==> src/rtl/cpu_pkg.sv <==
// rtl/cpu_pkg.sv - shared address constants, address type and next-PC state encoding
package cpu_pkg;

  localparam int ADDR_W = 8;
  localparam int PC_INC = 1;

  typedef logic [ADDR_W-1:0] addr_t;

  typedef enum logic [1:0] {
    RUN    = 2'd0,
    HALTED = 2'd1,
    FAULT  = 2'd2
  } npc_state_t;

endpackage

==> src/rtl/return_stack.sv <==
// rtl/return_stack.sv - parameterised LIFO of return addresses with level/full/empty status
module return_stack #(
  parameter int DEPTH = 4,
  parameter int W     = 8
) (
  input  logic                     clk,
  input  logic                     clr,
  input  logic                     push,
  input  logic                     pop,
  input  logic [W-1:0]             push_data,
  output logic [W-1:0]             top,
  output logic [$clog2(DEPTH):0]   level,
  output logic                     full,
  output logic                     empty
);

  localparam int LW = $clog2(DEPTH) + 1;
  localparam int IW = $clog2(DEPTH);

  logic [W-1:0]  mem [DEPTH];
  logic [LW-1:0] level_m1;

  assign full     = (level == LW'(DEPTH));
  assign empty    = (level == '0);
  assign level_m1 = level - LW'(1);
  // Empty reads as zero so an unguarded consumer never sees stale data.
  assign top      = empty ? '0 : mem[level_m1[IW-1:0]];

  always_ff @(posedge clk) begin
    if (clr) begin
      level <= '0;
      for (int i = 0; i < DEPTH; i++) mem[i] <= '0;
    end else if (push && !full) begin
      mem[level[IW-1:0]] <= push_data;
      level              <= level + LW'(1);
    end else if (pop && !empty) begin
      level <= level_m1;
    end
  end

endmodule

==> src/rtl/next_pc_unit.sv <==
// rtl/next_pc_unit.sv - combinational next-PC selection with return stack and RUN/HALTED/FAULT control
module next_pc_unit #(
  parameter int ADDR_W      = cpu_pkg::ADDR_W,
  parameter int PC_INC      = cpu_pkg::PC_INC,
  parameter int STACK_DEPTH = 4
) (
  input  logic                           clk,
  input  logic                           clr,
  input  logic [ADDR_W-1:0]              pc_in,
  input  logic                           stall,
  input  logic                           br_taken,
  input  logic [ADDR_W-1:0]              br_off,
  input  logic                           jump,
  input  logic                           call,
  input  logic                           ret,
  input  logic [ADDR_W-1:0]              target,
  input  logic                           halt,
  output logic [ADDR_W-1:0]              next_pc,
  output logic [$clog2(STACK_DEPTH):0]   sp_level,
  output logic                           stack_full,
  output logic                           stack_empty,
  output logic                           halted,
  output logic                           fault
);

  import cpu_pkg::*;

  npc_state_t        state, state_d;
  logic              push, pop;
  logic [ADDR_W-1:0] stack_top;
  logic [ADDR_W-1:0] pc_seq;

  // Return address and sequential successor are the same value.
  assign pc_seq = pc_in + ADDR_W'(PC_INC);

  always_comb begin
    next_pc = pc_in;
    push    = 1'b0;
    pop     = 1'b0;
    state_d = state;
    if (clr) begin
      next_pc = '0;
    end else if (state == RUN) begin
      if (halt) begin
        state_d = HALTED;
      end else if (stall) begin
        next_pc = pc_in;
      end else if (ret) begin
        if (!stack_empty) begin
          next_pc = stack_top;
          pop     = 1'b1;
        end else begin
          state_d = FAULT;
        end
      end else if (call) begin
        if (!stack_full) begin
          next_pc = target;
          push    = 1'b1;
        end else begin
          state_d = FAULT;
        end
      end else if (jump) begin
        next_pc = target;
      end else if (br_taken) begin
        next_pc = pc_in + br_off;
      end else begin
        next_pc = pc_seq;
      end
    end
  end

  always_ff @(posedge clk) begin
    if (clr) state <= RUN;
    else     state <= state_d;
  end

  assign halted = (state == HALTED);
  assign fault  = (state == FAULT);

  return_stack #(
    .DEPTH (STACK_DEPTH),
    .W     (ADDR_W)
  ) u_return_stack (
    .clk       (clk),
    .clr       (clr),
    .push      (push),
    .pop       (pop),
    .push_data (pc_seq),
    .top       (stack_top),
    .level     (sp_level),
    .full      (stack_full),
    .empty     (stack_empty)
  );

endmodule

==> config.mk <==
export PLATFORM = sky130hd
export DESIGN_NAME = next_pc_unit
export DESIGN_NICKNAME = d
export VERILOG_FILES = /design/src/rtl/cpu_pkg.sv /design/src/rtl/return_stack.sv /design/src/rtl/next_pc_unit.sv
export SDC_FILE = /design/constraint.sdc
export NUM_CORES = 1
export LEC_CHECK = 0
export ABC_AREA = 1
export CAP_MARGIN = 20
export CORE_MARGIN = 2
export CORE_UTILIZATION = 45
export CTS_CLUSTER_DIAMETER = 120
export DETAILED_ROUTE_END_ITERATION = 7
export PLACE_DENSITY_LB_ADDON = 0.1
export SYNTH_ARGS = -nofsm -noshare
export SYNTH_HDL_FRONTEND = slang
export SYNTH_SLANG_ARGS = --single-unit
==> constraint.sdc <==
create_clock -name clk -period 3.63 [get_ports clk]
set_input_delay 0.363 -clock clk [delete_from_list [all_inputs] [get_ports clk]]
set_output_delay 0.363 -clock clk [all_outputs]
set_load 0.03 [all_outputs]
# Word level (Yosys, flattened, before mapping)
# Memory sizes are Yosys's and may differ from the RTL's.
# Index checks and enable logic that the tools add are counted.
# op_classes
eq_ne	5
n_reduce_logical	11
addsub	4
muxes	39
# op_table
cell	count
$mux 8	11
$mux 1	19
$mux 2	7
$add 8x1->8 const B	1
$add 8x8->8	1
$reduce_or 8->1	1
$mux 3	2
$reduce_bool 3->1	2
$reduce_and 5->1	1
$add 3x1->3 const B	1
$eq 3x3->1 const B	1
$logic_not 3->1	1
$ne 3x1->1 const B	1
$sub 3x1->3 const B	1
$eq 2x1->1 const B	1
$eq 2x2->1 const B	1
$logic_and 1x1->1	2
$logic_not 1->1	2
$logic_not 2->1	1
$ne 2x1->1 const B	1
$reduce_bool 2->1	1
# totals
out_inout_bits	15
ff_bits	5
elab_cells	62
mem_bits_rw	32
mem_count	1
input_bits	32
# mem_list
memory	words	word_bits	read_ports	rd_ports_with_merged_regs	wr	line	source
u_return_stack.mem	4	8	1	0	4	return_stack.sv:20	logic [W-1:0] mem [DEPTH];

# Depth between registers and ports, before layout
# Gate-level depths: netlist of the first run.
# depth
depth_word	14
ltp_mapped	15
ltp_nobuf	14

# Hierarchy
# Synthesis of the first run repeated with hierarchy kept, for this count alone.
# unflattened
cells_unflattened	427
hier_area_um2	2996.6
# modules_own_cells
mod	area_per_inst_um2	seq_area_each_um2	instances	cells_each
return_stack	1760.4	1021.0	1	195
next_pc_unit	1236.2	40.0	1	232

# Least setup slack after synthesis of the first run
# OpenSTA, ideal clock, no wires.
# synth_timing
path_kind	register to output
from	register u_return_stack.level[0]
to	output port next_pc[0]
t_arrival_ns	2.647
slack_ns	0.620
path_buffers	3
stages_incl_launch_ff	11
path_cell_list	dfxtp_1 -> buf_2 -> inv_2 -> buf_2 -> ha_1 -> buf_2 -> clkinv_1 -> a21oi_1 -> a22oi_1 -> o21ai_0 -> a221oi_1
# synth_via
elab_chain_cells	8
elab_cells_between_ends	12
# synth_lines
element	line	source
start, declared	return_stack.sv:12	output logic [$clog2(DEPTH):0] level,
start signal, assigned	return_stack.sv:35	level <= level + LW'(1);
start signal, assigned	return_stack.sv:37	level <= level_m1;
$sub 3x1->3 or $eq 3x3->1 (tied branches)	return_stack.sv:25, return_stack.sv:23	
$mem_v2 4x8 or $mux 8 (tied branches)	-	
$mux 8, on equally long branches	next_pc_unit.sv:49, next_pc_unit.sv:55	
$mux 8 (*)	next_pc_unit.sv:48	end else if (ret) begin
$mux 8 (*)	next_pc_unit.sv:46	end else if (stall) begin
$mux 8 (*)	next_pc_unit.sv:44	if (halt) begin
$mux 8 (*)	next_pc_unit.sv:43	end else if (state == RUN) begin
$mux 8 (*)	next_pc_unit.sv:41	if (clr) begin
end, declared	next_pc_unit.sv:18	output logic [ADDR_W-1:0] next_pc,
# Mark *: on every way between the ends. The rest lies on a longest branch, timed or not.

# Worst setup path after layout of the first run
# layout_timing
from	register u_return_stack.level[1]
to	output port next_pc[2]
# The elaborated chain is that of the path after synthesis.

==> results of run 1 <==
-- how the worst max path moves through the flow --
stage,startpoint,endpoint
2_1_floorplan,u_return_stack.level[0]$_SDFFE_PP0P_,next_pc[0]
3_3_place_gp,pc_in[1],next_pc[3]
3_5_place_dp,pc_in[1],next_pc[3]
4_1_cts,u_return_stack.level[1]$_SDFFE_PP0P_,next_pc[2]
5_1_grt,u_return_stack.level[1]$_SDFFE_PP0P_,next_pc[5]
6_report,u_return_stack.level[1]$_SDFFE_PP0P_,next_pc[2]
-- flip-flops by register name, summed over array words and instances (netlist names) --
| signal | count |
|---|---|
| state | 2 |
| u_return_stack.level | 3 |
| u_return_stack.mem | 32 |
-- routing by layer --
metal	track usage (%)	wire (um)	vias to the layer above
met5	0	0	-
met4	6.30	166	0
met3	4.15	521	13
met2	35.9	3590	86
met1	31.9	3550	1249
li1	-	-	1363
-- where the power goes --
part / switching, mW / internal (mW)
logic: 0.171 / 0.111
registers: 0.00629 / 0.477
clock network: 0.172 / 0.139
total: 0.349 / 0.727
-- area by class of cell --
class	instances	area [sq um]	area share, %
flip-flops and latches	37	1060	30.2
multi-input cells	280	1540	43.9
clock inverters	3	25.0	0.713
well taps	77	96.3	2.74
repair buffers	56	533	15.2
clock buffers	5	68.8	1.96
inverters	48	185	5.27
-- kinds of logic after synthesis --
family	count (synthesis)	synth area share [%]
flops	37	37.2
fa+ha+maj	12	5.52
buf+inv	58	8.81
xor+xnor	6	2.10
compound gates	83	17.3
simple gates	179	29.1
-- layout by cell type (no fill, tap or decap), drive strengths merged, types with 2 or more instances in the layout --
master,Yosys,final
nand2,88,88
nor2,66,66
inv,47,48
clkdlybuf4s50,0,45
o21ai,33,33
edfxtp,32,32
a21oi,32,32
nand3,19,19
ha,11,11
buf,10,11
xor2,6,6
clkbuf,0,5
dfxtp,5,5
a22oi,4,4
o221ai,4,4
nand4,4,4
a211oi,3,3
o22ai,2,2
a221oi,2,2
clkinv,1,2
nor3,2,2
-- stage by stage --
| stage | area (sq um) | worst slack (ns) |
|---|---|---|
| 2_1_floorplan | 2860 | 0.620 |
| 3_3_place_gp | 3420 | 0.314 |
| 3_5_place_dp | 3420 | 0.345 |
| 4_1_cts | 3510 | 0.329 |
| 5_1_grt | 3510 | 0.148 |
| 6_report | 3510 | 0.303 |
==> results.json, run 1 <==
{
  "drt_first_iter_violations": 325,
  "detail_route.wirelength_mm": 7.83,
  "drt_drc_violations_left": 0,
  "total_nets_final": 472,
  "routed_wire_length_per_instance_um": 15.5,
  "antenna_left": 0,
  "syn_area_sq_mm": 0.00286,
  "final_cell_count_no_fill": 506,
  "timing.critical_path.slowest_stage_cell": "sky130_fd_sc_hd__clkdlybuf4s50_1",
  "cts_tree": "yes",
  "die_h_um": 83.7,
  "primary_ff_master_synth": "sky130_fd_sc_hd__edfxtp_1",
  "postSynthAreaPerCell_sq_um": 7.61,
  "start_kind": "flop",
  "critical_path.max_fanout": 10,
  "hold-worst-slack_ns": 0.502,
  "maxCapViolCount": 0,
  "placementRows": 29,
  "dpl.hpwl_mm": 5.90,
  "setup-violations-final": 0,
  "power_consumption_mw": 1.08,
  "clk-insertion-delay-late_ns": 0.30,
  "cts_hold_repair.buffers": 0,
  "die_x_um": 83.7,
  "cts_buffer_depth": 2,
  "track_usage_pct": 22.7,
  "required_ns": 3.27,
  "worstPathBufferInverterCount": 3,
  "cts_root_buffer": "sky130_fd_sc_hd__clkbuf_8",
  "dp_cells": 498,
  "grt_max_degree": 21,
  "largest_stage_delay_on_the_critical_path_ns": 0.69,
  "setup_crit_path_kind": "reg -> out",
  "critical_path.top_delay_family": "buffers and inverters",
  "synth_seq_area_share_pct": 37.2,
  "netlist_top_cells_area": "sky130_fd_sc_hd__edfxtp_1 (34%), sky130_fd_sc_hd__nand2_1 (11%), sky130_fd_sc_hd__nor2_1 (7.4%)",
  "initial_utilization_pct": 45.7,
  "yosysWarnings": 0,
  "drt_pre_antenna_iters": 5,
  "cts.sinks": 37,
  "min_from": "u_return_stack.level[2]$_SDFFE_PP0P_",
  "h_tree_depth": 2,
  "timing.hold.worst_path_depth": 1,
  "power_density_mw_per_mm2": 306,
  "min_period_ns": 3.33,
  "netlist.top_cell.by_area": "sky130_fd_sc_hd__edfxtp_1",
  "skew_ns": 0.00624,
  "path_depth": 9,
  "post_drt_via_cell_ratio": 5.36,
  "floorplan.die_area_sq_mm": 0.00700,
  "hold_violations": 0,
  "report.final.slew_viol_count": 0,
  "reg2reg_to": "u_return_stack.mem[1][6]$_SDFFCE_PN0P_",
  "maxClockFrequency_mhz": 301,
  "reg2reg_depth": 9,
  "cts_repair_resize_count": 0,
  "min_delay_worst_endpoint": "u_return_stack.level[2]$_SDFFE_PP0P_",
  "num_vias": 2711,
  "clk_transition_reported_paths_ns": 0.08,
  "routabilityCongestion": 0.910,
  "gr-total-overflow": 0,
  "critPathCaptureType": "output port",
  "synth.net_count": 419,
  "synth.lib_cells_used.distinct": 40,
  "tritoncts.num_buffers": 5,
  "cts_setup_buffers": 0,
  "portBuffers": 46,
  "library_cell_with_the_highest_instance_count_after_synthesis": "sky130_fd_sc_hd__nand2_1",
  "min_path_type": "reg -> reg",
  "final.setup.tns_ns": 0,
  "antenna_cells_inserted": 0,
  "tightestPinTransition_ns": 0.504,
  "max-vdd-ir-drop_v": 0.000169,
  "synth_largest_type_area_fraction_pct": 33.7,
  "timing.final.crit_share_pct": 91.6,
  "grt_antenna_before_repair": 0,
  "slew_headroom_pct": 66.3,
  "yosys_register_bits": 37,
  "postSynthCellCount": 375,
  "num-fill-cells": 639,
  "first_global_vias": 2559,
  "grt_setup_unrepaired": "false",
  "regToRegSetupSlack_ns": 0.95,
  "io_pins": 47,
  "layout-drive-gt1-share_pct": 13.8,
  "crit_chain": "inv_1, ha_1, clkinv_1, nor2_1, o21ai_1, a31oi_1, o21ai_1, a21oi_1, clkdlybuf4s50_1",
  "outcome": "finished clean",
  "synth_async_sr_flop_share_pct": 0,
  "area_growth_syn_to_layout_pct": 23.0,
  "synth_enable_flop_cells": 32,
  "core_area_sq_mm": 0.00624,
  "static-leakage-power_nw": 1.58,
  "worst-endpoint-arrival_ns": 2.96,
  "yosys-top-cells-count": "sky130_fd_sc_hd__nand2_1 (80), sky130_fd_sc_hd__nor2_1 (56), sky130_fd_sc_hd__inv_1 (36)",
  "cp_common_cell": "sky130_fd_sc_hd__o21ai_1",
  "utilization_pct": 56.3,
  "worstReg2RegStart": "u_return_stack.level[1]$_SDFFE_PP0P_",
  "grt_first_pass_wirelength_mm": 12.6
}
Power figures use the tool's default switching activity.
==> inputs of run 2 (changes only) <==
- ABC_AREA: 1 -> unset
- CTS_CLUSTER_DIAMETER: 120 -> 80
==> results.json, run 2 <==
{
  "grt_setup_unrepaired": "false",
  "cts_root_buffer": "sky130_fd_sc_hd__clkbuf_8",
  "yosys-top-cells-count": "sky130_fd_sc_hd__nor2_1 (55), sky130_fd_sc_hd__edfxtp_1 (32), sky130_fd_sc_hd__nand2_1 (18)",
  "critical_path.top_delay_family": "buffers and inverters",
  "drt_drc_violations_left": 0,
  "setup_crit_path_kind": "in -> out",
  "setup-violations-final": 0,
  "min_period_ns": 3.46,
  "timing.final.crit_share_pct": 95.4,
  "cts_tree": "yes",
  "start_kind": "input port",
  "largest_stage_delay_on_the_critical_path_ns": 0.70,
  "synth_seq_area_share_pct": 39.3,
  "postSynthCellCount": 286,
  "postSynthAreaPerCell_sq_um": 9.45,
  "power_density_mw_per_mm2": 344,
  "synth_async_sr_flop_share_pct": 0,
  "static-leakage-power_nw": 1.29,
  "most-common-layout-cells": "sky130_fd_sc_hd__nor2_1 (55), sky130_fd_sc_hd__clkdlybuf4s50_1 (44), sky130_fd_sc_hd__edfxtp_1 (32), sky130_fd_sc_hd__buf_4 (20), sky130_fd_sc_hd__nand2_1 (18)",
  "cts.sinks": 37,
  "cts_setup_buffers": 0,
  "worstPathBufferInverterCount": 2,
  "hold-worst-slack_ns": 0.573,
  "drt_first_iter_violations": 279,
  "clk-insertion-delay-late_ns": 0.29,
  "tightestPinTransition_ns": 0.540,
  "clk_transition_reported_paths_ns": 0.08,
  "routabilityCongestion": 0.962,
  "layout.cells.most_common": "sky130_fd_sc_hd__nor2_1",
  "largestRegisters": "u_return_stack.mem (32), u_return_stack.level (3), state (2)",
  "hold_violations": 0,
  "netlist.top_cell.by_area": "sky130_fd_sc_hd__edfxtp_1",
  "detail_route.wirelength_mm": 7.32,
  "layout-drive-gt1-share_pct": 13.2,
  "placementRows": 28,
  "max-vdd-ir-drop_v": 0.000302,
  "required_ns": 3.27,
  "grt_max_degree": 19,
  "outcome": "finished clean",
  "antenna_left": 0,
  "slew_headroom_pct": 63.5,
  "drt_pre_antenna_iters": 6,
  "synth_enable_flop_cells": 32,
  "synth_largest_type_area_fraction_pct": 35.6,
  "grt_antenna_before_repair": 0,
  "maxClockFrequency_mhz": 289,
  "skew_ns": 0.00719,
  "syn_area_sq_mm": 0.00270,
  "antenna_cells_inserted": 0,
  "tritoncts.num_buffers": 5,
  "h_tree_depth": 2,
  "io_pins": 47,
  "dpl.hpwl_mm": 5.44,
  "die_h_um": 81.5,
  "maxCapViolCount": 0,
  "timing.critical_path.slowest_stage_cell": "sky130_fd_sc_hd__clkdlybuf4s50_1",
  "report.final.slew_viol_count": 0,
  "synth.net_count": 330,
  "first_global_vias": 2293,
  "area_growth_syn_to_layout_pct": 27.3,
  "core_area_sq_mm": 0.00585,
  "regToRegSetupSlack_ns": 0.84,
  "critPathCaptureType": "output port",
  "track_usage_pct": 23.4,
  "yosys_register_bits": 37,
  "largest-register": "u_return_stack.mem",
  "library_cell_with_the_highest_instance_count_after_synthesis": "sky130_fd_sc_hd__nor2_1",
  "post_drt_via_cell_ratio": 5.81,
  "final.setup.tns_ns": 0,
  "layout_setup_ws_ns": 0.168,
  "worst-endpoint-arrival_ns": 3.10,
  "utilization_pct": 58.8,
  "cts_hold_repair.buffers": 0,
  "netlist_top_cells_area": "sky130_fd_sc_hd__edfxtp_1 (36%), sky130_fd_sc_hd__nor2_1 (7.6%), sky130_fd_sc_hd__mux4_2 (6.7%)",
  "min_path_type": "reg -> reg",
  "cts_repair_resize_count": 0,
  "max_reg_flops": 32,
  "synth.lib_cells_used.distinct": 52,
  "routed_wire_length_per_instance_um": 17.6,
  "total_nets_final": 383,
  "initial_utilization_pct": 46.2,
  "place_ws_ns": 0.183,
  "gr-total-overflow": 0,
  "grt_first_pass_wirelength_mm": 11.6,
  "die_x_um": 81.5,
  "critical_path.max_fanout": 7,
  "floorplan.die_area_sq_mm": 0.00664,
  "portBuffers": 46,
  "crit_chain": "clkdlybuf4s50_1, ha_1, a21o_1, and4_1, o41ai_1, xnor2_1, o21ai_0, clkdlybuf4s50_1",
  "cp_common_cell": "sky130_fd_sc_hd__clkdlybuf4s50_1",
  "num_vias": 2410,
  "cts_buffer_depth": 2,
  "primary_ff_master_synth": "sky130_fd_sc_hd__edfxtp_1",
  "yosysWarnings": 0
}
[run 2: cell types whose count changed in the layout (fill, tap and decap cells not counted), moves of 5 or more]
cell / delta
sky130_fd_sc_hd__inv_2: -9
sky130_fd_sc_hd__xnor2_1: +7
sky130_fd_sc_hd__a21oi_1: -14
sky130_fd_sc_hd__nor3_1: +5
sky130_fd_sc_hd__nand2_2: -6
sky130_fd_sc_hd__nor2_2: -6
sky130_fd_sc_hd__buf_4: +9
sky130_fd_sc_hd__nand2_1: -62
sky130_fd_sc_hd__nand2b_1: +6
sky130_fd_sc_hd__o21ai_1: -14
sky130_fd_sc_hd__inv_1: -28
sky130_fd_sc_hd__mux4_2: +8
[run 2: final timing paths]
path	from	to	cells past startpoint
max	pc_in[1]	next_pc[7]	8
min	state[0]$_SDFFE_PP0P_	state[0]$_SDFFE_PP0P_	2
max reg2reg	u_return_stack.level[1]$_SDFFE_PP0P_	u_return_stack.mem[2][2]$_SDFFCE_PN0P_	9
min reg2reg	state[0]$_SDFFE_PP0P_	state[0]$_SDFFE_PP0P_	2
[run 2: cells by family (layout without fill, tap and decap cells)]
family | after synthesis | count (layout) | synth area share [%]
compound gates | 62 | 62 | 15.2
buf+inv | 28 | 82 | 4.77
mux | 14 | 14 | 8.98
simple gates | 121 | 121 | 22.0
fa+ha+maj | 12 | 12 | 5.83
xor+xnor | 12 | 12 | 3.89
flops | 37 | 37 | 39.3
[run 2: power breakdown]
group	leakage, nW	switching, mW	internal, mW
Clock	0.0687	0.159	0.277
Sequential	0.369	0.00649	0.476
Combinational	0.851	0.146	0.119
[run 2: per-stage QoR]
step / instance area [sq um] / instances / power (mW)
after floorplan: 2700 / 286 / 0.647
after global placement: 3300 / 407 / 0.754
after detailed placement: 3300 / 407 / 0.755
after CTS: 3440 / 415 / 1.19
after global routing: 3440 / 415 / 1.23
final: 3440 / 415 / 1.18
[run 2: area by class of cell]
type,instances,area [sq um]
flip-flops and latches,37,1060
clock inverters,3,68.8
multi-input cells,221,1520
repair buffers,64,591
fillers,534,2410
inverters,10,37.5
clock buffers,5,68.8
well taps,75,93.8
[run 2: metal layers]
metal / share of wire, % / wire length, um / GRT usage (%) / vias up
li1: - / - / - / 1169
met1: 45 / 3270 / 33.4 / 1122
met2: 48 / 3520 / 37.7 / 102
met3: 5.4 / 395 / 3.74 / 17
met4: 1.9 / 140 / 5.25 / 0
met5: 0 / 0 / 0 / -
[run 2: worst min-delay path, stage by stage (launching register included)]
cell and delay [ns]:
sky130_fd_sc_hd__dfxtp_1 0.36, sky130_fd_sc_hd__a21oi_1 0.13, sky130_fd_sc_hd__nor2_1 0.04
==> inputs of run 3 (changes only) <==
- CORE_UTILIZATION: 45 -> 30
==> results.json, run 3 (synthesis results as in run 2) <==
{
  "outcome": "finished clean",
  "static-leakage-power_nw": 1.29,
  "die_h_um": 98.9,
  "cts_tree": "yes",
  "floorplan.die_area_sq_mm": 0.00978,
  "timing.final.crit_share_pct": 92.0,
  "reg2reg_to": "u_return_stack.mem[1][6]$_SDFFCE_PN0P_",
  "regToRegSetupSlack_ns": 0.73,
  "critPathCaptureType": "output port",
  "place_ws_ns": 0.308,
  "max-vdd-ir-drop_v": 0.000187,
  "setup_crit_path_kind": "reg -> out",
  "clk_transition_reported_paths_ns": 0.08,
  "gr-total-overflow": 0,
  "reg2reg_depth": 9,
  "grt_max_degree": 19,
  "min_path_type": "reg -> reg",
  "maxClockFrequency_mhz": 299,
  "clk-insertion-delay-late_ns": 0.30,
  "power_density_mw_per_mm2": 323,
  "min_from": "state[0]$_SDFFE_PP0P_",
  "drt_pre_antenna_iters": 4,
  "core_area_sq_mm": 0.00872,
  "cts_buffer_depth": 2,
  "critical_path.max_fanout": 7,
  "worstReg2RegStart": "u_return_stack.level[1]$_SDFFE_PP0P_",
  "multiInputGateArea_sq_mm": 0.00152,
  "hold_violations": 0,
  "most-common-layout-cells": "sky130_fd_sc_hd__nor2_1 (55), sky130_fd_sc_hd__clkdlybuf4s50_1 (42), sky130_fd_sc_hd__edfxtp_1 (32), sky130_fd_sc_hd__buf_4 (23), sky130_fd_sc_hd__nand2_1 (18)",
  "largestRegisters": "u_return_stack.mem (32), u_return_stack.level (3), state (2)",
  "max_reg_flops": 32,
  "timing.hold.worst_path_depth": 2,
  "tritoncts.num_buffers": 5,
  "post_drt_via_cell_ratio": 5.21,
  "io_pins": 47,
  "area_growth_syn_to_layout_pct": 28.2,
  "detail_route.wirelength_mm": 8.15,
  "cts.sinks": 37,
  "report.final.slew_viol_count": 0,
  "die_x_um": 98.9,
  "drt_first_iter_violations": 155,
  "min_period_ns": 3.34,
  "worst-endpoint-arrival_ns": 2.98,
  "antenna_left": 0,
  "portBuffers": 46,
  "routabilityCongestion": 0.849,
  "grt_antenna_before_repair": 0,
  "maxCapViolCount": 0,
  "cts_hold_repair.buffers": 0,
  "layout.cells.most_common": "sky130_fd_sc_hd__nor2_1",
  "first_global_vias": 2402,
  "grt_first_pass_wirelength_mm": 13.3,
  "critical_path.top_delay_family": "buffers and inverters",
  "crit_chain": "inv_1, ha_1, buf_4, mux4_2, o21ai_0, a311oi_1, clkdlybuf4s50_1",
  "grt_setup_unrepaired": "false",
  "layout-drive-gt1-share_pct": 14.7,
  "required_ns": 3.27,
  "skew_ns": 0.00656,
  "largest_stage_delay_on_the_critical_path_ns": 0.75,
  "tightestPinTransition_ns": 0.554,
  "seqCellArea_sq_mm": 0.00106,
  "dpl.hpwl_mm": 6.10,
  "timing.critical_path.slowest_stage_cell": "sky130_fd_sc_hd__clkdlybuf4s50_1",
  "num-fill-cells": 871,
  "cts_root_buffer": "sky130_fd_sc_hd__clkbuf_8",
  "initial_utilization_pct": 31.0,
  "setup-violations-final": 0,
  "total_nets_final": 384,
  "drt_drc_violations_left": 0,
  "layout_setup_ws_ns": 0.290,
  "largest-register": "u_return_stack.mem",
  "slew_headroom_pct": 62.6,
  "worstPathBufferInverterCount": 3,
  "h_tree_depth": 2,
  "routed_wire_length_per_instance_um": 18.2,
  "final.setup.tns_ns": 0,
  "antenna_cells_inserted": 0,
  "track_usage_pct": 17.6,
  "min_delay_worst_endpoint": "state[0]$_SDFFE_PP0P_",
  "placementRows": 34,
  "start_kind": "flop",
  "num_vias": 2340
}
==> run 3: cell type report <==
class | count | share of cell area (%)
clock buffers | 5 | 1.99
clock inverters | 3 | 1.26
inverters | 10 | 1.19
multi-input cells | 221 | 43.9
flip-flops and latches | 37 | 30.6
well taps | 108 | 3.90
repair buffers | 65 | 17.1
==> run 3: metal layers <==
layer	vias to the layer above	GRT usage [%]	routed length, um
met5	-	0	0
met4	0	5.58	204
met3	13	2.70	462
met2	70	27.4	3710
met1	1085	25.1	3770
li1	1172	-	-
==> run 3: worst max path at each step <==
stage                                                     from  cells past startpoint    endpoint
after floorplan           u_return_stack.level[0]$_SDFFE_PP0P_                     10  next_pc[3]
after global placement                               br_off[1]                      8  next_pc[7]
after detailed placement                             br_off[1]                      8  next_pc[7]
after CTS                 u_return_stack.level[1]$_SDFFE_PP0P_                      9  next_pc[5]
after global routing      u_return_stack.level[1]$_SDFFE_PP0P_                      8  next_pc[5]
final                     u_return_stack.level[1]$_SDFFE_PP0P_                      7  next_pc[0]
==> run 3: what timing repair did <==
item,4_1_cts,5_1_grt
setup endpoints to repair,0,1
gates resized for setup,0,2
endpoints found under the hold margin,0,0
setup buffers,0,0
==> run 3: through the flow <==
| stage | util, % | power (mW) | hold WS, ns | area, sq um | instances |
|---|---|---|---|---|---|
| after floorplan | - | 0.647 | 0.494 | 2700 | 286 |
| after global placement | 38.4 | 0.763 | 0.553 | 3350 | 441 |
| after detailed placement | 38.4 | 0.763 | 0.558 | 3350 | 441 |
| after CTS | 39.7 | 1.13 | 0.570 | 3460 | 449 |
| after global routing | 39.7 | 1.18 | 0.599 | 3460 | 449 |
| final | 39.7 | 1.12 | 0.557 | 3460 | 449 |
==> run 3: power by group <==
group	switching (mW)	leakage [nW]	internal, mW	total (mW)
combinational	0.150	0.858	0.120	0.269
clock	0.161	0.0585	0.206	0.367
sequential	0.00667	0.369	0.476	0.483
total	0.318	1.29	0.802	1.12
==> run 3: worst reg2reg max path: cells and delay by family, from the launching register on <==
family / cells / cell delay (ns)
AND/OR/NAND/NOR: 4 / 1.18
buffers and inverters: 4 / 0.65
flip-flops: 1 / 0.43
adder cells (fa/ha/maj): 1 / 0.29
